**src/rtl/s3g_tx_pkt.sv**
```systemverilog
// s3g_tx_pkt: ping-pong buffered S3G packet framer (D5, LEN, payload, CRC8) feeding a UART byte transmitter; optional resend via S3G_TX_RETX_EN
module s3g_tx_pkt #(
    parameter int MAX_LEN = 32,
    parameter int CNT_W = 8
) (
    input  logic       clk,
    input  logic       rst,
    input  logic [7:0] ld_data,
    input  logic       ld_valid,
    output logic       ld_ready,
    input  logic       packet_wr,
    output logic       pkt_ready,
    output logic       cmd_err,
    input  logic       resend,
    input  logic       tx_done,
    output logic [7:0] tx_data,
    output logic       tx_wr,
    output logic       busy
);
    localparam int AW = MAX_LEN > 1 ? $clog2(MAX_LEN) : 1;
    typedef enum logic [1:0] {IDLE, LEN, DATA, CRC} state_t;
    state_t state, state_n;
    logic [7:0] mem [2][MAX_LEN];
    logic ld_bank, q_bank, tx_bank, queued;
    logic [CNT_W-1:0] ld_cnt, ld_len, q_len, tx_len, byte_cnt, cnt_n;
    logic [7:0] crc, crc_n, crc_upd, cur, data_n;
    logic wr_n, deq, done_pkt, wr_en, commit, re_ok, err;
    assign busy = (state != IDLE) | queued;
    assign pkt_ready = !queued;
    assign ld_ready = (ld_cnt != CNT_W'(MAX_LEN)) && !((state != IDLE) && (tx_bank == ld_bank));
    assign wr_en = ld_valid && ld_ready;
    assign commit = packet_wr && !queued;
    assign ld_len = ld_cnt + CNT_W'(wr_en);
    assign cur = mem[tx_bank][byte_cnt[AW-1:0]];
`ifdef S3G_TX_RETX_EN
    logic sent;
    assign re_ok = resend && !commit && state == IDLE && !queued && sent;
    assign err = (packet_wr && queued) || (resend && !re_ok);
    // remember that a packet has completed, so a resend has something to repeat
    always_ff @(posedge clk)
        sent <= rst ? 1'b0 : sent | done_pkt;
`else
    logic unused_resend;
    assign unused_resend = resend;
    assign re_ok = 1'b0;
    assign err = packet_wr && queued;
`endif
    // reflected Dallas/Maxim CRC-8 step over one payload byte
    always_comb begin
        crc_upd = crc ^ cur;
        for (int i = 0; i < 8; i++)
            crc_upd = crc_upd[0] ? (crc_upd >> 1) ^ 8'h8C : crc_upd >> 1;
    end
    // framing FSM: next state and next UART byte/strobe
    always_comb begin
        state_n = state;
        wr_n = 1'b0;
        data_n = tx_data;
        cnt_n = byte_cnt;
        crc_n = crc;
        deq = 1'b0;
        done_pkt = 1'b0;
        case (state)
            IDLE: if (queued) begin
                state_n = LEN;
                wr_n = 1'b1;
                data_n = 8'hD5;
                deq = 1'b1;
            end
            LEN: if (tx_done) begin
                state_n = DATA;
                wr_n = 1'b1;
                data_n = 8'(tx_len);
                cnt_n = '0;
                crc_n = '0;
            end
            DATA: if (tx_done) begin
                wr_n = 1'b1;
                if (byte_cnt != tx_len) begin
                    data_n = cur;
                    crc_n = crc_upd;
                    cnt_n = byte_cnt + CNT_W'(1);
                end else begin
                    data_n = crc;
                    state_n = CRC;
                end
            end
            CRC: if (tx_done) begin
                done_pkt = 1'b1;
                if (queued) begin
                    state_n = LEN;
                    wr_n = 1'b1;
                    data_n = 8'hD5;
                    deq = 1'b1;
                end else begin
                    state_n = IDLE;
                end
            end
            default: state_n = IDLE;
        endcase
    end
    // state register
    always_ff @(posedge clk)
        state <= rst ? IDLE : state_n;
    // datapath, load bookkeeping and packet queue
    always_ff @(posedge clk) begin
        if (rst) begin
            tx_wr <= 1'b0;
            tx_data <= '0;
            byte_cnt <= '0;
            crc <= '0;
            cmd_err <= 1'b0;
            ld_cnt <= '0;
            ld_bank <= 1'b0;
            q_bank <= 1'b0;
            q_len <= '0;
            queued <= 1'b0;
            tx_bank <= 1'b0;
            tx_len <= '0;
        end else begin
            tx_wr <= wr_n;
            tx_data <= data_n;
            byte_cnt <= cnt_n;
            crc <= crc_n;
            cmd_err <= err;
            ld_cnt <= commit ? '0 : ld_len;
            if (commit) begin
                ld_bank <= ~ld_bank;
                q_bank <= ld_bank;
                q_len <= ld_len;
            end else if (re_ok) begin
                q_bank <= tx_bank;
                q_len <= tx_len;
            end
            queued <= (commit || re_ok) ? 1'b1 : deq ? 1'b0 : queued;
            if (deq) begin
                tx_bank <= q_bank;
                tx_len <= q_len;
            end
        end
    end
    // payload bank write port
    always_ff @(posedge clk)
        if (wr_en) mem[ld_bank][ld_cnt[AW-1:0]] <= ld_data;
endmodule

```
**config.mk**
```make
export PLATFORM = sky130hd
export DESIGN_NAME = s3g_tx_pkt
export DESIGN_NICKNAME = d
export VERILOG_FILES = /design/src/rtl/s3g_tx_pkt.sv
export SDC_FILE = /design/constraint.sdc
export NUM_CORES = 1
export LEC_CHECK = 0
export CORE_ASPECT_RATIO = 1.4
export CORE_MARGIN = 2
export CORE_UTILIZATION = 40
export DETAILED_ROUTE_END_ITERATION = 8
export GPL_TIMING_DRIVEN = 0
export PLACE_DENSITY_LB_ADDON = 0.25
export REMOVE_ABC_BUFFERS = 1
export SLEW_MARGIN = 25
export SYNTH_ARGS = -nofsm -noshare
export SYNTH_HDL_FRONTEND = slang
export SYNTH_SLANG_ARGS = --single-unit
```
**constraint.sdc**
```tcl
create_clock -name clk -period 3.3 [get_ports clk]
set_clock_uncertainty 0.05 [all_clocks]
set_input_delay 0.66 -clock clk [delete_from_list [all_inputs] [get_ports clk]]
set_output_delay 0.66 -clock clk [all_outputs]
set_load 0.02 [all_outputs]
```
Yosys cells after proc, flatten, opt, wreduce, memory -nomap -nowiden --
Memories as Yosys holds them, arrays and structs flattened. A register that Yosys moved wholly into a read port is not among the register bits. Cells that the tools add are included.
Word-level totals: register bits 56, bits in latches 0, bits in writable memories 512, ROM bits 0, output and inout port bits 13, logic and storage cells 105, memories kept 1
Memory list:
- mem | words 2, width 256, read ports 1, clocked after Yosys merged registers in 1, write ports 1, line 23 | logic [7:0] mem [2][MAX_LEN];
Operators by class: $add $sub $neg 2, multipliers 0, div/mod/pow operators 0, order comparisons 3, eq/ne operators 12, shift operators 0, mux-type cells 44, bitwise logic cells 13, reduce and logical (&&, ||, !) cells 17
Operators by type and width (count):
- two-way mux 256 bit | 1
- two-way mux 8 bit | 21
- binary-select mux 8 bit (select 5 bit) | 1
- demux 8 bit (select 5 bit) | 1
- case mux 8 bit (2 select lines) | 2
- case mux 8 bit (4 select lines) | 1
- inverter 2 -> 3 bit | 8
- >= comparator 6 bit, second input constant | 2
- != test 2 bit, second input constant | 6
- inverter 5 -> 6 bit | 2
- two-way mux 2 bit | 5
- two-way mux 1 bit | 9
- adder 8 x 1 -> 8 bit | 1
- adder 8 x 1 -> 8 bit, second input constant | 1
- != test 8 x 6 -> 1 bit, second input constant | 1
- != test 8 bit | 1
- case mux 2 bit (4 select lines) | 1
- XOR 8 bit | 1
- logical AND 1 bit | 6
- < comparator 6 x 1 -> 1 bit, second input constant | 1
- nonzero test 2 bit | 3
- AND reduction 5 bit | 1
- == test 2 bit, second input constant | 2
- AND reduction 4 bit | 1
- other kinds (10) | 12

Depth between registers and ports, before layout --
depth in word-level cells 24, depth in mapped cells 15, mapped depth without buffers 11

Worst setup path before layout --
No wires, ideal clock.
path kind flip-flop to flip-flop, start point register with a tool-made name, end point register crc[5], arrival 3.103 ns, data required time 3.127 ns, setup slack 0.024 ns, stages on the path, launching flop included 13, path through dfxtp_1 > buf_6 > buf_12 > buf_6 > buf_4 > mux4_2 > mux4_2 > mux2_2 > a21oi_2 > xnor2_1 > xor3_1 > a21oi_1 > o22ai_1
RTL lines:
- end signal, assigned | line 124 | crc <= crc_n;
- end, declared | line 26 | logic [7:0] crc, crc_n, crc_upd, cur, data_n;

==> impl_metrics.ini <==
[status]
status = finished with violations
violations = setup timing

[timing]
slew_viol_final = 0
finalSetupViolCount = 9
max-slew-margin-rel_pct = 40.6
worst_slack_ps = -117
finalCritPeriodShare_pct = 104
fmax_mhz = 293
hold_viol = 0
rsz0062_at_grt = true
worst-slew-pin-transition_ps = 888
fin_crit_ps = 3420

[cts]
cts_root_buf = clkbuf_16
clk-insertion-delay-late_ps = 590
clock_tree.buffer_depth = 3
cts.clk_slew.worst_paths_ps = 70
cts_hold_buffers = 0
cts.sinks = 569
cts-htree-levels = 2
cts_buffers = 52
cts_tree = yes

[setup_path]
critical_path_class = flop to flop
end_kind = flop
crit_required_ps = 3720
cp_max_fo = 8
cp-start-kind = flop
crit_arrival_ps = 3840

[grt]
grt_pass1_wl_microns = 83500
overflow = 0
antenna_found_initial = 0
grt_usage_pct = 19.0
grt_max_degree = 65
grt_pass1_vias = 12133

[worst_hold_path]
hold_class = flop to flop

[logic_synthesis]
synth_top_area_share_pct = 66.5
async_flop_share_pct = 0
synth-edff-count = 512
ys_warn_count = 0
synthFlopType = edfxtp_1
yosysSeqAreaShare_pct = 71.5
synth_cell_types = 70
synth.largest_area_cell = edfxtp_1
synthCells = 1227
synth_area_per_cell_sq_um = 18.8
synth_area_leaders = edfxtp_1 67%, mux4_2 9.4%, mux4_1 5.0%, dfxtp_1 4.9%, nor2_1 2.2%
synth_seq_cells = 569
syn-cell-area_sq_um = 23100

[cells_and_area]
diodes = 0
drive_gt1_share_pct = 30.6
fin_area_sq_um = 27300
final_nets = 1350
multi_input_area_sq_um = 6670
num-fill-cells = 4740
layoutNonFillerInstCount = 2112
seq_area_sq_um = 16500
areaGrowthSynthToFinish_pct = 18.2

[power]
sw_frac_of_total_pct = 23.7
seq_power_share_pct = 51.2
vdd.ir_drop.worst_mv = 0.398
internal-power_mw = 12.0
clkPwrFrac_pct = 37.6
leakage_nw = 8.44
power_density_nw_per_um2 = 574
share_comb_of_total_power_pct = 11.2
p_sw_mw = 3.73

[floorplan]
die_area_sq_um = 59700
dieWidth_microns = 207
rows = 104
die_y_microns = 288
start_util_pct = 40.4
coreArea_sq_um = 57300
ioPinCount = 27

[placement]
place_hpwl_microns = 33100
placed_cell_area_sq_um = 24100
dp_cells = 1943
io_buffer_count = 25
gp_congestion = 0.804

[detailed_routing]
viasPerCell = 5.61
wirelength_microns = 57000
drt_first_iter_violations = 1069
first_pass_iters = 6
final_antenna_net_count = 0
drc_errors = 0
wl_per_cell_microns = 27.0
route.vias.total = 11857

[run]
maxCapViolCount = 0
-- power groups by stage --
stage	registers, mW	clock network [mW]	logic [mW]
global route	8.05	6.27	1.87
finish	8.04	5.90	1.75
global placement	8.25	0	1.40
CTS	8.04	5.98	1.68
detailed placement	8.20	0	1.45
floorplan	8.24	0	0.879
-- state kept, by name, summed over array words and instances, names as in the netlist, named ones only --
register / cells
byte_cnt: 8
cmd_err: 1
tx_wr: 1
tx_len: 8
tx_data: 8
q_bank: 1
state: 2
mem: 512
ld_bank: 1
crc: 8
ld_cnt: 8
tx_bank: 1
q_len: 8
queued: 1
-- cell usage after synthesis (5+ instances only) --
library cell and number:
ha_1 8, and2_1 5, nand3_1 20, buf_1 8
a211oi_1 8, buf_6 12, xor2_1 14, a21oi_1 21
mux4_2 96, mux2i_1 41, nor3_1 11, nand2_1 44
nor2_1 135, clkbuf_1 20, dfxtp_1 57, o21ai_0 9
nor2b_1 13, mux4_1 44, buf_2 12, edfxtp_1 512
inv_1 13, o22ai_1 5, xnor2_1 20, buf_4 5
a22oi_1 12
-- worst paths after layout --
path,end,cells past startpoint,from,slack [ps]
worst max-delay path,crc[3],11,flop,-120
worst min-delay path,crc[2],2,crc[2],440
worst max register to register,crc[3],11,flop,-120
worst min register to register,crc[2],2,crc[2],440
-- repair_timing --
action,CTS,global route
endpoints found under the hold margin,0,0
setup endpoints to repair,527,143
gates cloned,9,1
buffers inserted,58,5
pin swaps,26,7
gates resized for setup,172,38
-- cell families (layout without fill, tap and decap cells) --
| group | Yosys count | after routing | synth area share, % |
|---|---|---|---|
| fa+ha+maj | 8 | 8 | 0.433 |
| xor+xnor | 40 | 40 | 1.80 |
| compound gates | 95 | 95 | 2.93 |
| mux | 185 | 185 | 16.3 |
| flops | 569 | 569 | 71.5 |
| buf+inv | 78 | 221 | 2.23 |
| simple gates | 252 | 252 | 4.81 |
-- area by class of cell --
class                   instances  area share [%]
clock inverters                33            1.09
multi-input cells             580            24.4
flip-flops and latches        569            60.5
well taps                     742            3.40
repair buffers                112            5.43
inverters                      13           0.206
clock buffers                  63            4.92
-- layer usage --
| metal | vias to the layer above | wire, microns | track usage, % |
|---|---|---|---|
| met1 | 6304 | 23200 | 24.3 |
| met5 | - | 0 | 0 |
| met3 | 92 | 2410 | 2.32 |
| met2 | 329 | 29400 | 33.6 |
| met4 | 0 | 1910 | 6.70 |
| li1 | 5132 | - | - |
-- worst max-delay path, cell delays in order, from the launching register on --
cell and delay [ps]:
dfxtp_4 380, buf_6 140, buf_12 140, buf_16 140, mux4_2 580, mux4_2 470, o211ai_1 290, o21ai_2 120
xnor2_1 230, xnor3_2 410, xnor2_1 140, a22o_1 200
-- placed cells by master, fill, tap and decap left out, types with 9 or more instances in the layout --
| cell type | n |
|---|---|
| mux4_2 | 117 |
| xnor2_1 | 18 |
| nor2_2 | 29 |
| clkbuf_16 | 53 |
| nor3_1 | 9 |
| mux4_1 | 23 |
| nand3_1 | 16 |
| nor2_4 | 34 |
| dfxtp_1 | 51 |
| edfxtp_1 | 512 |
| clkdlybuf4s50_1 | 15 |
| nand2_1 | 38 |
| inv_1 | 11 |
| mux2i_1 | 33 |
| buf_12 | 17 |
| xor2_1 | 13 |
| a22oi_1 | 9 |
| a21oi_1 | 20 |
| clkinv_1 | 13 |
| buf_16 | 14 |
| nor2_1 | 72 |
| buf_4 | 51 |
| clkbuf_1 | 11 |
| nor2b_1 | 11 |
-- stage by stage --
stage / TNS, ps / power, mW / hold WS, ps / setup WS (ps) / util (%)
global route: -4550 / 16.2 / 472 / -183 / 47.7
global placement: -376190 / 9.65 / 422 / -8150 / 41.6
floorplan: -62590 / 9.12 / 410 / -4240 / -
finish: -508 / 15.7 / 436 / -117 / 47.7
detailed placement: -213810 / 9.65 / 429 / -1460 / 42.1
CTS: -487 / 15.7 / 438 / -91.9 / 47.4
No activity file was read; power rests on OpenSTA's default activity.
